**src/rtl/mem_init_loader.sv**
```systemverilog
// Streams 32-bit words into data memory as paired (dual-port) writes with a trailing single write for odd counts.
// Optional running checksum of accepted words when LOADER_CHECKSUM_EN is defined.
module mem_init_loader #(
  parameter int ADDR_W = 12,
  parameter int CNT_W  = 11
) (
  input  logic              Clk,
  input  logic              Reset,
  input  logic              start,
  input  logic [ADDR_W-1:0] base_addr,
  input  logic [CNT_W-1:0]  word_count,
  input  logic              in_valid,
  input  logic [31:0]       in_data,
  output logic              in_ready,
  output logic [31:0]       mem_address,
  output logic [31:0]       mem_datain1,
  output logic [31:0]       mem_datain2,
  output logic [3:0]        mem_wr,
  output logic              mem_enable_debug,
  output logic              busy,
  output logic              done,
  output logic [31:0]       checksum
);

  typedef enum logic [2:0] {IDLE, FIRST, SECOND, WR_PAIR, WR_SINGLE, DONE} state_t;

  state_t            state_reg, state_next;
  logic [ADDR_W-1:0] addr_reg;
  logic [CNT_W-1:0]  remaining_reg;
  logic [31:0]       word0_reg;
  logic [ADDR_W-1:0] mem_address_reg;
  logic [31:0]       mem_datain1_reg;
  logic [31:0]       mem_datain2_reg;

  always_ff @(posedge Clk or posedge Reset) begin
    if (Reset) state_reg <= IDLE;
    else       state_reg <= state_next;
  end

  always_comb begin
    state_next       = state_reg;
    in_ready         = 1'b0;
    busy             = 1'b0;
    done             = 1'b0;
    mem_wr           = 4'h0;
    mem_enable_debug = 1'b0;
    case (state_reg)
      IDLE: begin
        if (start) state_next = (word_count == '0) ? DONE : FIRST;
      end
      FIRST: begin
        in_ready = 1'b1;
        busy     = 1'b1;
        if (in_valid) state_next = (remaining_reg == CNT_W'(1)) ? WR_SINGLE : SECOND;
      end
      SECOND: begin
        in_ready = 1'b1;
        busy     = 1'b1;
        if (in_valid) state_next = WR_PAIR;
      end
      WR_PAIR: begin
        busy             = 1'b1;
        mem_wr           = 4'hF;
        mem_enable_debug = 1'b1;
        state_next       = (remaining_reg == CNT_W'(2)) ? DONE : FIRST;
      end
      WR_SINGLE: begin
        busy       = 1'b1;
        mem_wr     = 4'hF;
        state_next = (remaining_reg == CNT_W'(1)) ? DONE : FIRST;
      end
      DONE: begin
        done       = 1'b1;
        state_next = IDLE;
      end
      default: state_next = IDLE;
    endcase
  end

  // Memory-side registers are loaded on the edge entering a write state, so they
  // are valid for exactly the write cycle and hold their value afterwards.
  always_ff @(posedge Clk or posedge Reset) begin
    if (Reset) begin
      addr_reg        <= '0;
      remaining_reg   <= '0;
      word0_reg       <= '0;
      mem_address_reg <= '0;
      mem_datain1_reg <= '0;
      mem_datain2_reg <= '0;
    end else begin
      case (state_reg)
        IDLE: begin
          if (start) begin
            addr_reg      <= {base_addr[ADDR_W-1:2], 2'b00};
            remaining_reg <= word_count;
          end
        end
        FIRST: begin
          if (in_valid) begin
            word0_reg <= in_data;
            if (remaining_reg == CNT_W'(1)) begin
              mem_address_reg <= addr_reg;
              mem_datain1_reg <= in_data;
              mem_datain2_reg <= '0;
            end
          end
        end
        SECOND: begin
          if (in_valid) begin
            mem_address_reg <= addr_reg;
            mem_datain1_reg <= word0_reg;
            mem_datain2_reg <= in_data;
          end
        end
        WR_PAIR: begin
          addr_reg      <= addr_reg + ADDR_W'(8);
          remaining_reg <= remaining_reg - CNT_W'(2);
        end
        WR_SINGLE: begin
          addr_reg      <= addr_reg + ADDR_W'(4);
          remaining_reg <= remaining_reg - CNT_W'(1);
        end
        default: ;
      endcase
    end
  end

  assign mem_address = 32'(mem_address_reg);
  assign mem_datain1 = mem_datain1_reg;
  assign mem_datain2 = mem_datain2_reg;

`ifdef LOADER_CHECKSUM_EN
  logic [31:0] checksum_reg;

  always_ff @(posedge Clk or posedge Reset) begin
    if (Reset) begin
      checksum_reg <= '0;
    end else if (state_reg == IDLE && start) begin
      checksum_reg <= '0;
    end else if (in_valid && in_ready) begin
      checksum_reg <= checksum_reg + in_data;
    end
  end

  assign checksum = checksum_reg;
`else
  assign checksum = '0;
`endif

endmodule

```
**config.mk**
```make
export PLATFORM = sky130hd
export DESIGN_NAME = mem_init_loader
export DESIGN_NICKNAME = d
export VERILOG_FILES = /design/src/rtl/mem_init_loader.sv
export SDC_FILE = /design/constraint.sdc
export NUM_CORES = 1
export LEC_CHECK = 0
export BUFFER_PORTS_ARGS = -buffer_cell sky130_fd_sc_hd__buf_4
export CORE_UTILIZATION = 55
export CTS_CLUSTER_SIZE = 10
export DETAILED_ROUTE_END_ITERATION = 10
export PLACE_DENSITY = 0.85
export SYNTH_ARGS = -nofsm -noshare
export SYNTH_HDL_FRONTEND = slang
export SYNTH_SLANG_ARGS = --single-unit
```
**constraint.sdc**
```tcl
create_clock -name Clk -period 9.2 [get_ports Clk]
set_clock_uncertainty 0.15 [all_clocks]
set_input_delay 1.84 -clock Clk [delete_from_list [all_inputs] [get_ports Clk]]
set_output_delay 1.84 -clock Clk [all_outputs]
set_load 0.03 [all_outputs]
```
==> summary.txt <==
STA
  • Slew HR: 16.50%
  • Worst slew pin tran: 1249 ps
  • Final min period: 5052 ps
  • RSZ-0062 raised after global routing: no
  • Fin crit share: 54.92%
  • Fmax: 197.9 MHz
  • Post-Route Setup TNS: 0 ps
  • Slew Viols, Final: 0
  • Final hold violations: 0
  • Final worst slack: 4148 ps
  • Endpoints failing setup: 0

GRT
  • Initial antenna violation count: 0
  • First-pass GRT wire length: 24140 µm
  • Pin count of the biggest net entering global routing: 85
  • Gr usage total: 27.05%
  • Vias in the first global route: 4803
  • Grt total ovfl: 0

Logic synthesis
  • Post-synth design cell area: 0.006206 mm²
  • Register area share after synthesis: 52.42%
  • Adder-cell share of the synthesized area: 1.210%
  • Main combinational cell family by area after synthesis: compound AO/OA/AOI/OAI gates
  • Xor and xnor fraction of the mapped netlist area: 0%
  • Post-Synthesis Cells: 552
  • Number of synthesized flops with an enable pin: 0
  • Avg Inst Size Synth: 11.24 µm²
  • Cell variety after synth: 52
  • Synthesized-area fraction occupied by and/or/nand/nor cells: 7.903%
  • Mux cell area share after synthesis: 7.782%
  • Synth async-reset ratio: 100.0%
  • Commonest register cell after synthesis: dfrtp_1
  • Synthesis-stage register bit count: 130
  • Synth Warn #: 0
  • Synth Area in Compound Gates: 20.65%

Clock network
  • Setup Buffers After CTS: 0
  • Clk_lat worst skew: 420 ps
  • CTS Buffer Depth: 2
  • Hold_buf cts: 0
  • Clock sink total: 130
  • CTS Buf Count: 17
  • CTS tree: built
  • Clk pin slew, worst setup/hold paths: 60 ps
  • PostCTS Resize Cnt: 0
  • # H-tree levels: 4
  • Root Driver: clkbuf_16

Critical path
  • Worst Reg-to-Reg Cells: 5
  • Reg2Reg Launch Point: remaining_reg[4]
  • Critical path capture point type: primary output
  • Arrival time worst endpoint: 3060 ps
  • Critical path required time: 7210 ps
  • Worst Setup Start Kind: flop
  • Setup Crit Path Kind: flop to primary output
  • Worst-path maximum fanout: 17
  • Worst Setup SP: state_reg[2]

Min path
  • Hold Crit Class: flop to flop
  • Hold wc startpoint: mem_address_reg[9]
  • WHS Path Cells: 1

Placed design
  • Setup slack after placement: 4428 ps
  • Hpwl dp: 10240 µm
  • Post-DP Area: 0.007086 mm²
  • GP Congestion: 0.8959
  • # port buffers: 138

Run
  • Max-cap violations: 0

Finish
  • Register area: 0.003253 mm²
  • Layout cell share with drive strength beyond 1: 31.59%
  • Fillers: 801
  • Layout area overhead: 23.33%
  • Multi-input gate area: 0.002544 mm²
  • Most frequent cells in the layout: buf_4, dfrtp_1, conb_1, o22ai_1, mux2_2
  • Final nets: 742
  • ANT cells: 0
  • Post-Layout Inst Area: 0.007654 mm²
  • Commonest non-fill, non-tap cell in the layout: buf_4

Power
  • Comb power frac: 45.9%
  • PnR Total Power: 3.164 mW
  • Sw power: 1.361 mW
  • Int Pwr: 1.803 mW
  • Leakage: 3.542 nW
  • Share of power burned in the clock network: 20.4%
  • Reg power frac: 33.7%
  • PwrDens: 413.4 mW/mm²
  • Peak VDD IR: 0.0002466 V
  • Switching share of total power: 43.01%

Die
  • Initial Utilization: 56.75%
  • Die width: 108.2 µm
  • Die height: 108.2 µm
  • Core area: 0.01094 mm²
  • Row Count: 38
  • I/O pin cnt: 195
  • DIE AREA: 0.01171 mm²

Route
  • Drt wl/cell: 18.64 µm
  • TritonRoute pass-1 iters: 5
  • Drt via density: 5.987
  • Routed via count: 4969
  • Remaining antenna violation count: 0
  • DRT iter0 DRCs: 380
  • Detailed-route DRC error count: 0
  • Total Wirelength: 15470 µm

Status
  • Status: finished, final reports clean
worst max-delay path, cell delays in order, from the launching register on:
cell and delay (ps):
dfrtp_1 640, nand3b_1 390, inv_1 310, nor2_1 710
inv_1 330, buf_4 260
final timing paths:
path                                  endpoint  slack, ps
setup / recovery                     mem_wr[1]       4150
hold / removal              mem_address_reg[9]        340
setup reg to reg           mem_address_reg[11]       4730
hold reg to reg             mem_address_reg[9]        340
max in group asynchronous        word0_reg[20]       6110
min in group asynchronous          addr_reg[8]       1350
layer usage:
metal	part of all wire, %	routed length (µm)	up-vias	global-route usage (%)
met3	8.0	1242	32	6.872
met2	49	7632	284	43.68
met4	2.2	336	0	11.25
met1	40	6262	2450	34.68
met5	0	0	-	0
li1	-	-	2203	-
Yosys cell counts (all sizes together) (3+ instances only):
master	instances	area, µm²
o31ai	4	30.03
or3	4	25.02
inv	12	45.04
nor4	3	18.77
ha	6	75.07
a21oi	23	115.1
nand4	4	25.02
a2bb2oi	33	289.0
nor2b	5	31.28
nand2b	5	31.28
nor2	17	63.81
mux2	42	473.0
buf	66	488.0
or4	4	30.03
clkbuf	23	86.33
a22o	33	289.0
o211ai	9	67.56
o311ai	3	26.28
and2	4	25.02
nand2	29	108.9
nand3	7	35.03
dfrtp	130	3253
o22ai	35	219.0
a31oi	3	33.78
o21ai	22	110.1
power by group through the flow:
stage / registers (mW) / clock network [mW] / logic [mW]
3_3_place_gp: 1.04 / 0 / 1.40
6_report: 1.07 / 0.647 / 1.45
4_1_cts: 1.06 / 0.653 / 1.45
5_1_grt: 1.10 / 0.679 / 1.55
3_5_place_dp: 1.06 / 0 / 1.44
2_1_floorplan: 1.31 / 0 / 0.729
kinds of logic after synthesis:
| kind of cell | Yosys count |
|---|---|
| other cells | 1 |
| mux | 43 |
| compound gates | 177 |
| fa+ha+maj | 6 |
| simple gates | 94 |
| buf+inv | 101 |
| flops | 130 |
layout make-up:
| type | instances | area share, % |
|---|---|---|
| Inverter | 12 | 0.6212 |
| Clock buffer | 17 | 5.558 |
| Sequential cell | 130 | 42.50 |
| Multi-Input combinational cell | 374 | 33.24 |
| Tap cell | 140 | 2.289 |
| Timing Repair Buffer | 142 | 13.93 |
| Clock inverter | 15 | 1.864 |
per-stage QoR:
stage / utilization (%) / cells / hold slack [ps]
floorplan: - / 605 / 331.6
global placement: 64.79 / 798 / 325.6
detailed placement: 64.79 / 798 / 334.4
CTS: 69.99 / 830 / 348.1
global route: 69.99 / 830 / 366.9
finish: 69.99 / 830 / 340.5
Note: power is estimated with default switching activity, not from simulation.
